<file path="src/rtl/atconv_pool_engine_if.sv">
`default_nettype none
// ============================================================================
// Module   : atconv_pool_engine_if
// Brief    : Handshake, image-read and feature-memory bus of the atrous-conv /
//            max-pool engine.
// Revision : 1.0
// ============================================================================
interface atconv_pool_engine_if #(
    parameter int LOG2_W = 6,
    parameter int DW     = 13
);
    logic                  ready;
    logic [1:0]            round_mode;
    logic                  busy;
    logic [2*LOG2_W-1:0]   iaddr;
    logic [DW-1:0]         idata;
    logic                  cwr;
    logic [2*LOG2_W-1:0]   caddr_wr;
    logic [DW-1:0]         cdata_wr;
    logic                  crd;
    logic [2*LOG2_W-1:0]   caddr_rd;
    logic [DW-1:0]         cdata_rd;
    logic                  csel;

    // Engine side drives addresses and strobes.
    modport master (
        input  ready, round_mode, idata, cdata_rd,
        output busy, iaddr, cwr, caddr_wr, cdata_wr, crd, caddr_rd, csel
    );

    modport slave (
        output ready, round_mode, idata, cdata_rd,
        input  busy, iaddr, cwr, caddr_wr, cdata_wr, crd, caddr_rd, csel
    );
endinterface
`default_nettype wire

</file>
<file path="src/rtl/atconv_pool_engine.sv">
`default_nettype none
// ============================================================================
// Module   : atconv_pool_engine
// Brief    : 3x3 dilated conv (clamp padding, bias, ReLU) into bank 0, then
//            2x2/2 max-pool with run-time rounding into bank 1.
//            ATCONV_POOL_SAT_EN: saturate positive layer-0 overflow.
// Revision : 1.0
// ============================================================================
module atconv_pool_engine #(
    parameter int               LOG2_W = 6,
    parameter int               DW     = 13,
    parameter int               FRAC   = 4,
    parameter int               DIL    = 2,
    parameter logic [9*DW-1:0]  KERNEL = {13'h1FFF, 13'h1FFE, 13'h1FFF,
                                          13'h1FFC, 13'h0010, 13'h1FFC,
                                          13'h1FFF, 13'h1FFE, 13'h1FFF},
    parameter logic [DW-1:0]    BIAS   = 13'h1FF4
) (
    input  wire logic               clk,
    input  wire logic               reset,
    atconv_pool_engine_if.master    bus
);
    localparam int AW   = 2 * LOG2_W;
    localparam int PW   = LOG2_W - 1;
    localparam int ACCW = 2 * DW + 4;
    localparam int NPIX = 1 << AW;
    localparam logic [AW-1:0]          C_LAST_PIX  = AW'(NPIX - 1);
    localparam logic [AW-1:0]          C_LAST_POOL = AW'(NPIX / 4 - 1);
    localparam logic signed [PW+2:0]   C_DIL       = (PW + 3)'(DIL);
    localparam logic signed [PW+2:0]   C_MAXC      = (PW + 3)'((1 << LOG2_W) - 1);
    localparam logic signed [ACCW-1:0] C_ACC_INIT  =
        $signed({{(ACCW - DW){BIAS[DW-1]}}, BIAS}) <<< FRAC;

    typedef enum logic [2:0] {
        S_IDLE    = 3'd0,
        S_CONV_RD = 3'd1,
        S_CONV_WR = 3'd2,
        S_POOL_RD = 3'd3,
        S_POOL_WR = 3'd4,
        S_DONE    = 3'd5
    } state_t;

    state_t                 state_q, state_d;
    logic [3:0]             tap_q, tap_d;
    logic [AW-1:0]          idx_q, idx_d;
    logic signed [ACCW-1:0] acc_q, acc_d;
    logic [DW-1:0]          max_q, max_d;
    logic [1:0]             mode_q, mode_d;
    logic                   busy_q, busy_d;

    logic [1:0]             w_row_sel, w_col_sel;
    logic signed [DW-1:0]   w_coef;
    logic signed [2*DW-1:0] w_prod;
    logic                   w_sat, w_inc;
    logic [DW-1:0]          w_conv_out, w_pool_out;
    logic [DW-FRAC-1:0]     w_int;

    // Tap offset selector: 0 = -DIL, 1 = 0, 2 = +DIL.
    function automatic logic [LOG2_W-1:0] clamp_coord(input logic [LOG2_W-1:0] base,
                                                      input logic [1:0] sel);
        logic signed [PW+2:0] v;
        v = $signed({2'b00, base});
        if (sel == 2'd0)      v = v - C_DIL;
        else if (sel == 2'd2) v = v + C_DIL;
        if (v[PW+2])          return '0;
        else if (v > C_MAXC)  return '1;
        else                  return v[LOG2_W-1:0];
    endfunction

    always_comb begin
        w_row_sel = 2'd2;
        if (tap_q < 4'd3)      w_row_sel = 2'd0;
        else if (tap_q < 4'd6) w_row_sel = 2'd1;
        w_col_sel = 2'd2;
        if (tap_q == 4'd0 || tap_q == 4'd3 || tap_q == 4'd6)      w_col_sel = 2'd0;
        else if (tap_q == 4'd1 || tap_q == 4'd4 || tap_q == 4'd7) w_col_sel = 2'd1;
    end

    // Data for tap t-1 arrives while tap t is being addressed.
    always_comb begin
        w_coef = '0;
        for (int i = 0; i < 9; i++)
            if (tap_q == 4'(i + 1)) w_coef = KERNEL[i*DW +: DW];
    end
    assign w_prod = $signed(bus.idata) * w_coef;

`ifdef ATCONV_POOL_SAT_EN
    assign w_sat = |acc_q[ACCW-2:DW+FRAC-1];
`else
    assign w_sat = 1'b0;
`endif

    always_comb begin
        if (acc_q[ACCW-1]) w_conv_out = '0;
        else if (w_sat)    w_conv_out = {1'b0, {(DW - 1){1'b1}}};
        else               w_conv_out = DW'(acc_q >>> FRAC);
    end

    always_comb begin
        case (mode_q)
            2'd0:    w_inc = |max_q[FRAC-1:0];
            2'd2:    w_inc = max_q[FRAC-1];
            default: w_inc = 1'b0;
        endcase
        w_int      = max_q[DW-1:FRAC] + (DW - FRAC)'(w_inc);
        w_pool_out = (mode_q == 2'd3) ? max_q : {w_int, {FRAC{1'b0}}};
    end

    always_ff @(posedge clk or negedge reset) begin
        if (!reset) begin
            state_q <= S_IDLE;
            tap_q   <= '0;
            idx_q   <= '0;
            acc_q   <= '0;
            max_q   <= '0;
            mode_q  <= '0;
            busy_q  <= 1'b0;
        end else begin
            state_q <= state_d;
            tap_q   <= tap_d;
            idx_q   <= idx_d;
            acc_q   <= acc_d;
            max_q   <= max_d;
            mode_q  <= mode_d;
            busy_q  <= busy_d;
        end
    end

    always_comb begin
        state_d      = state_q;
        tap_d        = tap_q;
        idx_d        = idx_q;
        acc_d        = acc_q;
        max_d        = max_q;
        mode_d       = mode_q;
        busy_d       = busy_q;
        bus.iaddr    = '0;
        bus.cwr      = 1'b0;
        bus.caddr_wr = '0;
        bus.cdata_wr = '0;
        bus.crd      = 1'b0;
        bus.caddr_rd = '0;
        bus.csel     = 1'b0;
        case (state_q)
            S_IDLE: begin
                if (bus.ready) begin
                    busy_d  = 1'b1;
                    mode_d  = bus.round_mode;
                    idx_d   = '0;
                    tap_d   = '0;
                    acc_d   = C_ACC_INIT;
                    state_d = S_CONV_RD;
                end
            end
            S_CONV_RD: begin
                if (tap_q < 4'd9)
                    bus.iaddr = {clamp_coord(idx_q[AW-1:LOG2_W], w_row_sel),
                                 clamp_coord(idx_q[LOG2_W-1:0], w_col_sel)};
                if (tap_q != 4'd0)
                    acc_d = acc_q + {{(ACCW - 2*DW){w_prod[2*DW-1]}}, w_prod};
                if (tap_q == 4'd9) begin
                    tap_d   = '0;
                    state_d = S_CONV_WR;
                end else begin
                    tap_d = tap_q + 4'd1;
                end
            end
            S_CONV_WR: begin
                bus.cwr      = 1'b1;
                bus.caddr_wr = idx_q;
                bus.cdata_wr = w_conv_out;
                acc_d        = C_ACC_INIT;
                idx_d        = idx_q + 1'b1;
                state_d      = (idx_q == C_LAST_PIX) ? S_POOL_RD : S_CONV_RD;
            end
            S_POOL_RD: begin
                bus.crd      = 1'b1;
                bus.caddr_rd = {idx_q[2*PW-1:PW], tap_q[1], idx_q[PW-1:0], tap_q[0]};
                if (tap_q == 4'd0)             max_d = '0;
                else if (bus.cdata_rd > max_q) max_d = bus.cdata_rd;
                if (tap_q == 4'd4) begin
                    tap_d   = '0;
                    state_d = S_POOL_WR;
                end else begin
                    tap_d = tap_q + 4'd1;
                end
            end
            S_POOL_WR: begin
                bus.cwr      = 1'b1;
                bus.csel     = 1'b1;
                bus.caddr_wr = idx_q;
                bus.cdata_wr = w_pool_out;
                if (idx_q == C_LAST_POOL) begin
                    idx_d   = '0;
                    state_d = S_DONE;
                end else begin
                    idx_d   = idx_q + 1'b1;
                    state_d = S_POOL_RD;
                end
            end
            S_DONE: begin
                busy_d  = 1'b0;
                state_d = S_IDLE;
            end
            default: state_d = S_IDLE;
        endcase
    end

    assign bus.busy = busy_q;
endmodule
`default_nettype wire

</file>
<file path="src/flat_wrapper.sv">
// flat-port wrapper written by rule: the top's interface ports become plain ports
module atconv_pool_engine_flat 
#(
    parameter int               LOG2_W = 6,
    parameter int               DW     = 13,
    parameter int               FRAC   = 4,
    parameter int               DIL    = 2,
    parameter logic [9*DW-1:0]  KERNEL = {13'h1FFF, 13'h1FFE, 13'h1FFF,
                                          13'h1FFC, 13'h0010, 13'h1FFC,
                                          13'h1FFF, 13'h1FFE, 13'h1FFF},
    parameter logic [DW-1:0]    BIAS   = 13'h1FF4
)
  (clk, reset, bus_ready, bus_round_mode, bus_idata, bus_cdata_rd, bus_busy, bus_iaddr, bus_cwr, bus_caddr_wr, bus_cdata_wr, bus_crd, bus_caddr_rd, bus_csel);
  atconv_pool_engine_if #(.LOG2_W(LOG2_W), .DW(DW)) bus_i ();
  input  wire logic clk;
  input  wire logic reset;
  input wire logic [$bits(bus_i.ready)-1:0] bus_ready;
  input wire logic [$bits(bus_i.round_mode)-1:0] bus_round_mode;
  input wire logic [$bits(bus_i.idata)-1:0] bus_idata;
  input wire logic [$bits(bus_i.cdata_rd)-1:0] bus_cdata_rd;
  output wire logic [$bits(bus_i.busy)-1:0] bus_busy;
  output wire logic [$bits(bus_i.iaddr)-1:0] bus_iaddr;
  output wire logic [$bits(bus_i.cwr)-1:0] bus_cwr;
  output wire logic [$bits(bus_i.caddr_wr)-1:0] bus_caddr_wr;
  output wire logic [$bits(bus_i.cdata_wr)-1:0] bus_cdata_wr;
  output wire logic [$bits(bus_i.crd)-1:0] bus_crd;
  output wire logic [$bits(bus_i.caddr_rd)-1:0] bus_caddr_rd;
  output wire logic [$bits(bus_i.csel)-1:0] bus_csel;
  assign bus_i.ready = bus_ready;
  assign bus_i.round_mode = bus_round_mode;
  assign bus_i.idata = bus_idata;
  assign bus_i.cdata_rd = bus_cdata_rd;
  assign bus_busy = bus_i.busy;
  assign bus_iaddr = bus_i.iaddr;
  assign bus_cwr = bus_i.cwr;
  assign bus_caddr_wr = bus_i.caddr_wr;
  assign bus_cdata_wr = bus_i.cdata_wr;
  assign bus_crd = bus_i.crd;
  assign bus_caddr_rd = bus_i.caddr_rd;
  assign bus_csel = bus_i.csel;
  atconv_pool_engine #(.LOG2_W(LOG2_W), .DW(DW), .FRAC(FRAC), .DIL(DIL), .KERNEL(KERNEL), .BIAS(BIAS)) u_core (.clk(clk), .reset(reset), .bus(bus_i));
endmodule
</file>
<file path="config.mk">
export PLATFORM = sky130hd
export DESIGN_NAME = atconv_pool_engine_flat
export DESIGN_NICKNAME = d
export VERILOG_FILES = /design/src/rtl/atconv_pool_engine_if.sv /design/src/rtl/atconv_pool_engine.sv /design/src/flat_wrapper.sv
export SDC_FILE = /design/constraint.sdc
export NUM_CORES = 1
export LEC_CHECK = 0
export ABC_AREA = 1
export BUFFER_PORTS_ARGS = -buffer_cell sky130_fd_sc_hd__buf_2
export CAP_MARGIN = 40
export CORE_ASPECT_RATIO = 1.4
export CORE_MARGIN = 1
export CORE_UTILIZATION = 36
export CTS_BUF_LIST = sky130_fd_sc_hd__clkbuf_4 sky130_fd_sc_hd__clkbuf_8 sky130_fd_sc_hd__clkbuf_16
export DETAILED_ROUTE_END_ITERATION = 16
export GPL_TIMING_DRIVEN = 1
export HOLD_SLACK_MARGIN = 0.03
export PLACE_DENSITY = 0.62
export SLEW_MARGIN = 20
export SYNTH_ARGS = -nofsm -noshare
export SYNTH_HDL_FRONTEND = slang
export SYNTH_SLANG_ARGS = --single-unit
</file>
<file path="constraint.sdc">
create_clock -name clk -period 19.4 [get_ports clk]
set_input_delay 2.91 -clock clk [delete_from_list [all_inputs] [get_ports clk]]
set_output_delay 2.91 -clock clk [all_outputs]
set_load 0.02 [all_outputs]
</file>
Yosys cells after proc, flatten, opt, wreduce, memory -nomap -nowiden. Index checks and enable logic that the tools add are counted.

Memories: 0. Bits of input ports: 31. RAM bits: 0. Flip-flop bits (word level): 65. Word-level logic and storage cells: 126. Latch bits: 0. Memory bits (read-only): 0.

$mul: 1. Shift operators: 0. Add/sub/neg operators: 8. Eq/ne operators: 24. Bitwise operators: 0. Order comparisons: 6. Divide/modulo/power cells: 0. Reduce and logical (&&, ||, !) cells: 24. Muxes and demuxes: 56.

Operators with widths (count): 13-bit 2-to-1 mux (13); 30-bit one-hot mux with 3 select lines (1); 12-bit 2-to-1 mux (6); 8-bit 2-to-1 mux (8); 30-bit 2-to-1 mux (2); 12-bit one-hot mux with 3 select lines (1); 30-bit adder (1); 13-bit by 13-bit multiplier with 26-bit output (1); 13-bit one-hot mux with 2 select lines (1); 6-bit 2-to-1 mux (4); 4-bit by 3-bit equality test with 1-bit output, second input constant (4); 8-bit by 7-bit greater-than comparator with 1-bit output, second input constant (2); 3-bit one-hot mux with 5 select lines (1); 6-bit by 2-bit adder with 7-bit output, second input constant (2); 6-bit by 2-bit subtractor with 7-bit output, second input constant (2); 13-bit greater-than comparator (1); 12-bit by 1-bit adder with 12-bit output, second input constant (1); 12-bit by 10-bit equality test with 1-bit output, second input constant (1); 12-bit equality test, second input constant (1); 3-bit 2-to-1 mux (4); 4-bit 2-to-1 mux (3); 4-bit one-hot mux with 3 select lines (1); 2-bit 2-to-1 mux (5); 2-bit AND reduction (5); 26 further kinds (48).

Longest topological paths before layout. Gate-level depths: netlist of run 1.

Word-level depth: 15. Depth in mapped cells: 52.

Worst setup path after synthesis of run 1. OpenSTA, ideal clock, no wires.

Kind: input to register. From: input port bus_idata[9]. To: register u_core.acc_q[29]. Library setup time: 113 ps. Arrival time: 9362 ps. Stages: 35. Slack: 9925 ps. Cells stage by stage: inv_1 > nor2_1 > inv_1 > fa_1 > fa_1 > inv_1 > fa_1 > fa_1 > fa_1 > inv_1 > fa_1 > inv_1 > ha_1 > nand2_1 > nor2_1 > nand3_1 > nand3_1 > a21boi_0 > o21ai_0 > nand2_1 > nand2_1 > xor2_1 > ha_1 > a21oi_1 > nand2_1 > nand2_1 > nand3_1 > nor2_1 > nand3_1 > nand2_1 > inv_1 > nand3_1 > nand3_1 > nand2_1 > inv_1.

Longest elaborated chain between the ends: 4.

RTL lines: start, declared (line flat_wrapper.sv:19) `input wire logic [$bits(bus_i.idata)-1:0] bus_idata;`; 13-bit by 13-bit multiplier with 26-bit output (line atconv_pool_engine.sv:85) `assign w_prod = $signed(bus.idata) * w_coef;`; 30-bit adder (line atconv_pool_engine.sv:160) `acc_d = acc_q + {{(ACCW - 2*DW){w_prod[2*DW-1]}}, w_prod};`; 30-bit 2-to-1 mux (line atconv_pool_engine.sv:159) `if (tap_q != 4'd0)`; 30-bit one-hot mux with 3 select lines (line atconv_pool_engine.sv:144) `case (state_q)`; end signal, assigned (line atconv_pool_engine.sv:114) `acc_q <= '0;`; end signal, assigned (line atconv_pool_engine.sv:122) `acc_q <= acc_d;`; end, declared (line atconv_pool_engine.sv:46) `logic signed [ACCW-1:0] acc_q, acc_d;`.

Every way passes these cells. The select of a mux whose other input is x is not followed. A chain may end at the register's enable or synchronous reset.

Final worst setup path of run 1. Ends and elaborated chain as after synthesis.

==> results of run 1 <==
worst reg2reg max path: cells and delay by family, from the launching register on:
family | cells | cell delay (ns)
fa+ha+maj | 9 | 3.99
simple gates | 20 | 2.62
compound gates | 3 | 0.86
flops | 1 | 0.42
xor+xnor | 1 | 0.25
buf+inv | 8 | 0.90
worst paths after layout:
path / start / to / cells after the start
max in group asynchronous: reset / u_core.acc_q[29] / 3
setup reg to reg: u_core.tap_q[0] / u_core.acc_q[29] / 41
hold / removal: u_core.acc_q[3] / u_core.acc_q[3] / 2
setup / recovery: bus_idata[9] / u_core.acc_q[29] / 36
hold reg to reg: u_core.acc_q[3] / u_core.acc_q[3] / 2
min in group asynchronous: reset / u_core.idx_q[0] / 2
flip-flops by register name (all words and copies together) (netlist names):
register and flops:
u_core.acc_q 30, u_core.max_q 13, u_core.idx_q 12, u_core.tap_q 4, u_core.state_q 3, u_core.mode_q 2, u_core.bus.busy 1
logic make-up after synthesis:
kind of cell / after synthesis
DFF: 65
buffers and inverters: 359
AOI/OAI and AO/OA: 253
adders and majority gates: 270
xor gates and xnor gates: 34
and+or+nand+nor: 606
cell usage after synthesis (2+ instances only):
master and count:
nand4_1 13, nand2_1 271, clkbuf_1 11, nor2_1 177, inv_2 10, nand3_1 79, o31ai_1 6, a31o_2 3
o211ai_1 2, o21ai_1 2, o21ai_0 83, xor2_1 22, ha_1 144, buf_6 3, o21a_1 2, nor2_2 11
clkinv_1 3, fa_1 126, o21bai_1 11, a21oi_1 94, inv_1 330, nor4_1 4, nand3b_1 2, xnor2_1 12
nand2_2 7, o22ai_1 21, nor3b_1 3, a221oi_1 2, or2_1 7, nor3_1 13, o221ai_1 2, a31oi_1 2
nor2_4 5, dfrtp_1 65, a211oi_1 3, or2_2 10, a21boi_0 4, a21oi_2 2, a21o_1 8
per-stage QoR:
stage | instance area, sq um | util, % | hold slack, ns | worst slack (ns)
final | 12900 | 40.7 | 0.501 | 9.23
after global routing | 12900 | 40.7 | 0.538 | 8.59
after CTS | 12900 | 40.7 | 0.502 | 9.20
after detailed placement | 12600 | 39.6 | 0.485 | 8.90
after global placement | 12500 | 39.5 | 0.481 | 8.95
after floorplan | 11700 | - | 0.459 | 9.92
routing by layer:
metal / GRT usage (%) / vias up / share of wire [%]
li1: - / 5194 / -
met5: 0 / - / 0
met4: 9.27 / 0 / 4.3
met2: 38.2 / 267 / 53
met3: 1.59 / 74 / 2.8
met1: 22.8 / 4892 / 40
layout make-up:
cell class	instances	area share, %
multi-input combinational	1163	67.2
sequential	65	12.6
inverter	344	10.0
tap	395	3.83
timing repair buffer	88	3.70
clock buffer	11	1.96
clock inverter	5	0.669
==> metrics.md, run 1 <==
| Metric | Value |
|---|---|
| Routability congestion estimate | 0.970 |
| Largest family of logic cells by synthesized area | adder cells |
| Antenna Cells | 0 |
| Register area | 1630 sq um |
| IO Port Bufs | 83 |
| WL/cell | 15.4 um |
| Number of synthesized flops with an enable pin | 0 |
| CP Class | input pin to register |
| Reg2reg setup slack | 10.29 ns |
| Endpoints failing hold | 0 |
| Post-CTS setup buffers | 0 |
| DPL Wire Length | 27300 um |
| Syn_nets | 1888 |
| Critical Path RT | 19.63 ns |
| Root Buffer | clkbuf_16 |
| Most common cell after layout, fill and taps aside | inv_1 |
| Grt total ovfl | 0 |
| Die ar. | 33100 sq um |
| Count of clock tree sinks | 65 |
| I/O pin count | 84 |
| DRT iter0 DRCs | 599 |
| CP peak stage delay | 0.56 ns |
| Cell family with most CP delay | adder cells |
| Final min period | 10.17 ns |
| Setup tns final | 0 ns |
| Remaining DRCs | 0 |
| Layout cell share with drive strength beyond 1 | 9.31% |
| CTS Buffer Depth | 2 |
| Relative slew margins | 45.7% |
| Largest net degree at the start of global routing | 52 |
| Worst-path maximum fanout | 6 |
| Post-synthesis simple-gate area fraction | 22.3% |
| Slew @ Worst Pin | 0.812 ns |
| Post-synthesis instance total | 1587 |
| MaxCap Viol Count | 0 |
| Clock transition at path regs | 0.07 ns |
| Top-area cell type share of the netlist area | 21.6% |
| Post-CTS sizing | 0 |
| Slew Limit Fails | 0 |
| Final nets | 1972 |
| Clk_lat worst skew | 0.34 ns |
| CTS tree | yes |
| CP arrival | 10.40 ns |
| Register area share after synthesis | 13.9% |
| Final period utilization | 52.4% |
| Antenna-violating nets left | 0 |
| Post-Synth XOR/XNOR Area | 2.55% |
| Total wire length | 31800 um |
| Footprint of the multi-input gates | 8670 sq um |
| Clock Skew | 0.0141 ns |
| Via density | 5.03 |
| Die Ht | 215 um |
| All-Layer GR Usage | 20.2% |
| Cts hold-fix bufs | 0 |
| Cts bufs inserted | 9 |
| Core ar. | 31700 sq um |
| Yosys warns | 0 |
| Post-Place Cells | 2055 |
| Fill cell count | 3297 |
| Synth Area in Adders | 37.1% |
| Synth top area cells | fa_1 22%, ha_1 15%, dfrtp_1 14% |
| Synth Register Bits | 65 |
| Routed vias | 10400 |
| Initial core utilization | 36.8% |
| TritonRoute pass-1 iters | 7 |
| Multiplexer area fraction after synthesis | 0% |
| Mapped Area | 11700 sq um |
| Setup crit end kind | register |
| Fraction of registers with async set/reset | 100% |
| Crit path max-delay cell type | fa_1 |
| Commonest cells after routing, fill and taps aside | 330 x inv_1, 271 x nand2_1, 177 x nor2_1, 144 x ha_1, 126 x fa_1 |
| Post-Syn Area per Cell | 7.35 sq um |
| Vias in the first global route | 10900 |
| Hold Path Class | register to register |
| Fmax | 98.4 MHz |
| Chip width | 154 um |
| First-pass GRT wire length | 53600 um |
| Startpoint types | input pin |
| Synth area leader | fa_1 |
| Status | finished, final reports clean |
| Netlist cell types | 51 |
| P&R area growth vs syn | 10.5% |
| Initial antenna violation count | 0 |
| Synth Area in Compound Gates | 12.4% |
| Row count | 77 |
| Crit path buffers/inverters | 8 |
| Final cell count without fillers | 2071 |
| Final number of setup-violating endpoints | 0 |
| Dominant synthesized flop cell | dfrtp_1 |
| RSZ-0062 raised after global routing | no |
| H-Tree Depth | 3 |
Power of run 1 is not shown: default switching activity piles up to over one toggle a cycle in this logic, so the estimate is an artifact.
==> run 2: changes to the inputs <==
- ABC_AREA: 1 -> 0
- PLACE_DENSITY: 0.62 -> 0.64
- clock period: 19.4 -> 8.2 ns (I/O delays scaled with it)
==> run 2 against run 1 <==
  * Utilization rose by 4.6 points
  * Sequential share of layout area fell by 0.91 points
  * First-iteration DRC count fell by 49%
==> metrics.md, run 2 <==
| Metric | Value |
|---|---|
| Register area share after synthesis | 14.5% (was 13.9%) |
| Die ar. | 31900 sq um (was 33100 sq um) |
| P&R area growth vs syn | 24.0% (was 10.5%) |
| Layout cell share with drive strength beyond 1 | 24.6% (was 9.31%) |
| First-pass GRT wire length | 50300 um (was 53600 um) |
| DRT iter0 DRCs | 304 (was 599) |
| Endpoints failing hold | 0 (unchanged) |
| CTS tree | yes (unchanged) |
| Setup crit end kind | register (unchanged) |
| Initial core utilization | 36.5% (was 36.8%) |
| Vias in the first global route | 10200 (was 10900) |
| Startpoint types | register (was input pin) |
| Core ar. | 30700 sq um (was 31700 sq um) |
| Clock transition at path regs | 0.06 ns (was 0.07 ns) |
| Post-Syn Area per Cell | 8.72 sq um (was 7.35 sq um) |
| Top-area cell type share of the netlist area | 22.5% (was 21.6%) |
| Post-synthesis instance total | 1287 (was 1587) |
| Final cell count without fillers | 1863 (was 2071) |
| Root Buffer | clkbuf_16 (unchanged) |
| Synth Register Bits | 65 (unchanged) |
| Static leakage | 7.23 nW |
| Fmax | 127 MHz |
| R2R depth | 37 (was 41) |
| Clk_lat worst skew | 0.34 ns (about the same) |
| Fill cell count | 2976 (was 3297) |
| Post-Place Cells | 1834 (was 2055) |
| Antenna-violating nets left | 0 (unchanged) |
| Count of clock tree sinks | 65 (unchanged) |
| H-Tree Depth | 3 (unchanged) |
| I/O pin count | 84 (unchanged) |
| Largest net degree at the start of global routing | 49 (was 52) |
| Synth top area cells | fa_1 22%, ha_1 16%, dfrtp_1 15% (was fa_1 22%, ha_1 15%, dfrtp_1 14%) |
| Crit path max-delay cell type | fa_1 (unchanged) |
| DPL Wire Length | 25200 um (was 27300 um) |
| Most common cell after layout, fill and taps aside | inv_1 (unchanged) |
| Antenna Cells | 0 (unchanged) |
| Setup tns final | 0 ns (unchanged) |
| MaxCap Viol Count | 0 (unchanged) |
| R2r endpoint | u_core.acc_q[26] (was u_core.acc_q[29]) |
| Clock Skew | 0.0116 ns (was 0.0141 ns) |
| PD cells | 66.9 nW/um^2 |
| Final period utilization | 96.2% |
| Slew Limit Fails | 0 (unchanged) |
| Grt total ovfl | 0 (unchanged) |
| Biggest regs | u_core.acc_q (30), u_core.max_q (13), u_core.idx_q (12) (unchanged) |
| Crit path top cell by count | fa_1 |
| Fraction of registers with async set/reset | 100% (unchanged) |
| Mapped Area | 11200 sq um (was 11700 sq um) |
| Worst-path maximum fanout | 8 (was 6) |
| Final number of setup-violating endpoints | 0 (unchanged) |
| Final core occ | 45.3% (was 40.7%) |
| Most flop-heavy register | u_core.acc_q (unchanged) |
| Critical Path RT | 8.41 ns (was 19.63 ns) |
| CP peak stage delay | 0.54 ns (was 0.56 ns) |
| Remaining DRCs | 0 (unchanged) |
| Netlist cell types | 71 (was 51) |
| Reg2reg setup slack | 0.31 ns (was 10.29 ns) |
| Final min period | 7.89 ns |
| Syn_nets | 1588 (was 1888) |
| Yosys warns | 0 (unchanged) |
| WL/cell | 16.3 um (was 15.4 um) |
| CP Class | register to register (was input pin to register) |
| Number of synthesized flops with an enable pin | 0 (unchanged) |
| Initial antenna violation count | 0 (unchanged) |
| Synth area leader | fa_1 (unchanged) |
| Flip-flop count of the largest register after layout | 30 (unchanged) |
| TritonRoute pass-1 iters | 5 (was 7) |
| Routed vias | 9678 (was 10400) |
| Worst vdd rail ir drop | 0.0943 mV |
| IO Port Bufs | 83 (unchanged) |
| Most common cell in the netlist | inv_1 (unchanged) |
| Synth cell count leaders | 176 x inv_1, 144 x ha_1, 126 x fa_1 (was 330 x inv_1, 271 x nand2_1, 177 x nor2_1) |
| All-Layer GR Usage | 19.9% (was 20.2%) |
| Relative slew margins | 46.8% (was 45.7%) |
| Via density | 5.19 (was 5.03) |
| Routability congestion estimate | 0.888 (was 0.970) |
| Worst R2R Start | u_core.tap_q[0] (unchanged) |
| Cts bufs inserted | 9 (unchanged) |
| Row count | 76 (was 77) |
| Cts hold-fix bufs | 0 (unchanged) |
| CP Launch Point | u_core.tap_q[0] (was bus_idata[9]) |
| Final nets | 1769 (was 1972) |
| CP arrival | 8.10 ns (was 10.40 ns) |
| Hold Path Class | register to register (unchanged) |
| Chip width | 151 um (was 154 um) |
| CTS Buffer Depth | 2 (unchanged) |
| Critical path endpoint | u_core.acc_q[26] (was u_core.acc_q[29]) |
| Dominant synthesized flop cell | dfrtp_1 (unchanged) |
| Commonest cells after routing, fill and taps aside | 158 x inv_1, 129 x buf_4, 120 x fa_1, 119 x ha_1, 85 x nand2_1 (was 330 x inv_1, 271 x nand2_1, 177 x nor2_1, 144 x ha_1, 126 x fa_1) |
| Total wire length | 30400 um (was 31800 um) |
| Die Ht | 211 um (was 215 um) |
| Slew @ Worst Pin | 0.796 ns (was 0.812 ns) |
| Status | finished, final reports clean (unchanged) |
run 2: cell count changes in the layout (fill, tap and decap cells not counted), moves of 43 or more:
| cell | previous run | this run |
|---|---|---|
| nor2_1 | 177 | 69 |
| nand2_1 | 271 | 85 |
| and2_1 | 0 | 43 |
| nand3_1 | 79 | 22 |
| buf_4 | 3 | 129 |
| inv_1 | 330 | 158 |
run 2: power breakdown:
group	internal (mW)	switching, mW
clock network	0.245	0.153
logic	0.0703	0.0907
registers	0.342	0.0303
total	0.657	0.274
run 2: layout make-up:
cell class	count	area [sq um]	area share, %
Tap cell	390	488	3.51
Timing Repair Buffer	223	1530	11.0
Multi-Input combinational cell	992	9280	66.7
Clock inverter	5	65.1	0.468
Clock buffer	11	240	1.73
Inverter	177	674	4.85
Sequential cell	65	1630	11.7
run 2: routing by layer:
metal / vias up / wire length (um) / part of all wire, % / track usage, %
li1: 4702 / - / - / -
met1: 4716 / 12000 / 40 / 23.3
met2: 193 / 16400 / 54 / 37.0
met3: 67 / 837 / 2.8 / 1.58
met4: 0 / 1170 / 3.9 / 7.76
met5: - / 0 / 0 / 0
run 2: how the worst min path moves through the flow:
stage               startpoint              end  slack [ns]  cells past startpoint
2_1_floorplan  u_core.acc_q[0]  u_core.acc_q[0]        0.45                      2
6_report       u_core.acc_q[0]  u_core.acc_q[0]        0.48                      2
3_5_place_dp   u_core.acc_q[0]  u_core.acc_q[0]        0.47                      2
3_3_place_gp   u_core.acc_q[0]  u_core.acc_q[0]        0.46                      2
4_1_cts        u_core.acc_q[0]  u_core.acc_q[0]        0.49                      2
5_1_grt        u_core.acc_q[0]  u_core.acc_q[0]        0.53                      2
run 2: cells by family after synthesis:
family / count (synthesis) / share of synthesized area, %
buffers and inverters: 230 / 7.87
DFF: 65 / 14.5
and+or+nand+nor: 346 / 15.0
AOI/OAI and AO/OA: 295 / 17.6
xor gates and xnor gates: 73 / 5.70
adders and majority gates: 272 / 38.7
muxes: 6 / 0.558
run 2: repair_timing:
| item | in CTS | in global routing |
|---|---|---|
| pin swaps | 1 | 87 |
| setup endpoints to repair | 4 | 9 |
| buffers inserted | 3 | 10 |
| resized for setup | 14 | 122 |
run 2: metrics by stage:
step                power (mW)  setup slack, ns  hold WS (ns)  cell area (sq um)
finish                   0.931            0.315         0.479              13900
global placement         0.529          -0.0603         0.458              12900
CTS                      0.937          0.00616         0.485              13300
global route             0.976          -0.0358         0.530              13900
detailed placement       0.536           -0.146         0.470              12900
floorplan                0.469          -0.0439         0.445              11200
run 2: critical path: cells and delay by family, from the launching register on:
kind	cells	cell delay [ns]
AO/OA/AOI/OAI	11	1.75
XOR/XNOR	2	0.23
adder cells (fa/ha/maj)	9	3.42
buffers and inverters	8	0.97
flip-flops	1	0.47
AND/OR/NAND/NOR	7	0.90
Power figures use the tool's default switching activity.
==> run 3: changes to the inputs <==
==> constraint.sdc (replaced) <==
create_clock -name clk -period 8.2 [get_ports clk]
set_input_delay 0.41 -clock clk [delete_from_list [all_inputs] [get_ports clk]]
set_output_delay 0.41 -clock clk [all_outputs]
set_load 0.02 [all_outputs]
==> run 3 against run 2 <==
  * Sequential cell count unchanged
  * Total power up 3.6%
  * First-iteration DRC count up 35%
  * Non-clock buffer count down 37
  * Highest routed layer unchanged
==> metrics.md, run 3 (synthesis results as in run 2) <==
| Metric | Value |
|---|---|
| Worst-path maximum fanout | 8 (unchanged) |
| Setup WS pre-CTS | -0.138 ns (was -0.146 ns) |
| Via density | 5.34 (was 5.19) |
| TritonRoute pass-1 iters | 5 (unchanged) |
| Crit path top cell by count | fa_1 (unchanged) |
| Final period utilization | 97.6% (was 96.2%) |
| H-Tree Depth | 3 (unchanged) |
| Cts hold-fix bufs | 0 (unchanged) |
| Initial antenna violation count | 0 (unchanged) |
| Routability congestion estimate | 0.878 (was 0.888) |
| CP arrival | 8.23 ns (was 8.10 ns) |
| Total wire length | 30200 um (was 30400 um) |
| Count of clock tree sinks | 65 (unchanged) |
| Crit path max-delay cell type | fa_1 (unchanged) |
| Final min period | 8.00 ns (was 7.89 ns) |
| Largest net degree at the start of global routing | 46 (was 49) |
| Commonest cells after routing, fill and taps aside | 162 x inv_1, 127 x ha_1, 122 x fa_1, 98 x buf_4, 84 x nand2_1 (was 158 x inv_1, 129 x buf_4, 120 x fa_1, 119 x ha_1, 85 x nand2_1) |
| Vias in the first global route | 10200 (about the same) |
| Pint | 0.684 mW (was 0.657 mW) |
| Final number of setup-violating endpoints | 0 (unchanged) |
| Endpoints failing hold | 0 (unchanged) |
| I/O pin count | 84 (unchanged) |
| Flip-flop count of the largest register after layout | 30 (unchanged) |
| Die Ht | 211 um (unchanged) |
| Static leakage | 7.11 nW (was 7.23 nW) |
| CP peak stage delay | 0.56 ns (was 0.54 ns) |
| P_sw | 0.280 mW (was 0.274 mW) |
| Layout cell share with drive strength beyond 1 | 21.6% (was 24.6%) |
| Die ar. | 31900 sq um (unchanged) |
| DRT iter0 DRCs | 410 (was 304) |
| CP Class | register to register (unchanged) |
| Setup crit end kind | register (unchanged) |
| PD cells | 71.0 nW/um^2 (was 66.9 nW/um^2) |
| Initial core utilization | 36.5% (unchanged) |
| Most flop-heavy register | u_core.acc_q (unchanged) |
| Critical Path RT | 8.43 ns (was 8.41 ns) |
| Clk_lat worst skew | 0.34 ns (about the same) |
| Cts bufs inserted | 9 (unchanged) |
| Fill cell count | 2972 (was 2976) |
| Grt total ovfl | 0 (unchanged) |
| Clock share of power | 45.6% (was 42.7%) |
| Remaining DRCs | 0 (unchanged) |
| Chip width | 151 um (unchanged) |
| Final nets | 1733 (was 1769) |
| Status | finished, final reports clean (unchanged) |
| Antenna-violating nets left | 0 (unchanged) |
| Hold Path Class | input pin to asynchronous set/reset pin (was register to register) |
| Fmax | 125 MHz (was 127 MHz) |
| CTS Buffer Depth | 2 (unchanged) |
| Comb pwr share | 15.8% (was 17.3%) |
| Startpoint types | register (unchanged) |
| Slew Limit Fails | 0 (unchanged) |
| RSZ-0062 raised after global routing | yes |
| WL/cell | 16.5 um (was 16.3 um) |
| Most common cell after layout, fill and taps aside | inv_1 (unchanged) |
| R2R depth | 35 (was 37) |
| Row count | 76 (unchanged) |
| Hold_ws | 0.0513 ns (was 0.479 ns) |
| MaxCap Viol Count | 0 (unchanged) |
| Core ar. | 30700 sq um (unchanged) |
| Worst Slack Setup Final | 0.195 ns (was 0.315 ns) |
| Clock transition at path regs | 0.06 ns (about the same) |
| Slew @ Worst Pin | 0.792 ns (was 0.796 ns) |
| DPL Wire Length | 24700 um (was 25200 um) |
| Root Buffer | clkbuf_16 (unchanged) |
| Share of power burned in registers | 38.6% (was 40.0%) |
| Switching portion of total power | 29.1% (was 29.4%) |
| All-Layer GR Usage | 19.8% (was 19.9%) |
| Relative slew margins | 47.1% (was 46.8%) |
| P&R area growth vs syn | 21.1% (was 24.0%) |
| Antenna Cells | 0 (unchanged) |
| CTS tree | yes (unchanged) |
| Reg2reg setup slack | 0.20 ns (was 0.31 ns) |
| IO Port Bufs | 83 (unchanged) |
| Biggest regs | u_core.acc_q (30), u_core.max_q (13), u_core.idx_q (12) (unchanged) |
| Worst vdd rail ir drop | 0.0924 mV (was 0.0943 mV) |
| Clock Skew | 0.0111 ns (was 0.0116 ns) |
| First-pass GRT wire length | 50200 um (was 50300 um) |
| Routed vias | 9749 (was 9678) |
-- run 3: cell count changes in the layout (fill, tap and decap cells not counted), sizes merged --
cell and change:
clkbuf -1, bufinv +1, clkinv -1, inv +1
clkinvlp +1, buf -37
-- run 3: final cells by class --
type	instances	area, sq um	area share, %
inverter	177	677	4.98
clock buffer	10	239	1.76
clock inverter	6	97.6	0.718
tap	390	488	3.59
sequential	65	1630	12.0
timing repair inverter	1	7.51	0.0553
multi-input combinational	992	9220	67.8
timing repair buffer	186	1230	9.06
-- run 3: metal layers --
layer	vias up	routed length (um)	track usage, %
met3	82	1140	2.22
li1	4639	-	-
met5	-	0	0
met4	0	1160	8.07
met1	4788	11700	23.2
met2	240	16200	36.0
-- run 3: final timing paths --
check / start / endpoint
setup / recovery: u_core.tap_q[0] / u_core.acc_q[28]
hold / removal: reset / u_core.idx_q[1]
setup reg to reg: u_core.tap_q[0] / u_core.acc_q[28]
hold reg to reg: u_core.acc_q[0] / u_core.acc_q[0]
max in group asynchronous: reset / u_core.acc_q[10]
min in group clk: bus_cdata_rd[6] / u_core.max_q[6]
-- run 3: power groups by stage --
stage	registers [mW]	clock network, mW	logic [mW]
floorplan	0.368	0	0.101
global placement	0.377	0	0.147
detailed placement	0.377	0	0.151
CTS	0.371	0.447	0.152
global route	0.376	0.462	0.177
finish	0.372	0.440	0.152
-- run 3: repair_timing --
item | 4_1_cts | 5_1_grt
gates resized for setup | 9 | 116
endpoints found under the setup margin | 2 | 11
cloned | 0 | 2
setup buffers | 1 | 19
pin swaps | 4 | 72
-- run 3: through the flow --
| stage | total power, mW | std cells | cell area, sq um | utilization [%] | setup TNS [ns] |
|---|---|---|---|---|---|
| finish | 0.964 | 1827 | 13600 | 44.2 | 0 |
| global route | 1.01 | 1827 | 13600 | 44.2 | -0.585 |
| CTS | 0.971 | 1806 | 12900 | 42.1 | -0.0253 |
| detailed placement | 0.528 | 1789 | 12500 | 40.9 | -0.196 |
| global placement | 0.523 | 1787 | 12500 | 40.7 | 0 |
| floorplan | 0.469 | 1287 | 11200 | - | -0.0439 |
-- run 3: critical path: cells and delay by family, from the launching register on --
family                     cells  cell delay, ns
AOI/OAI and AO/OA             13            2.11
xor gates and xnor gates       2            0.44
adders and majority gates      9            3.69
buffers and inverters          8            0.82
DFF                            1            0.46
and+or+nand+nor                3            0.36
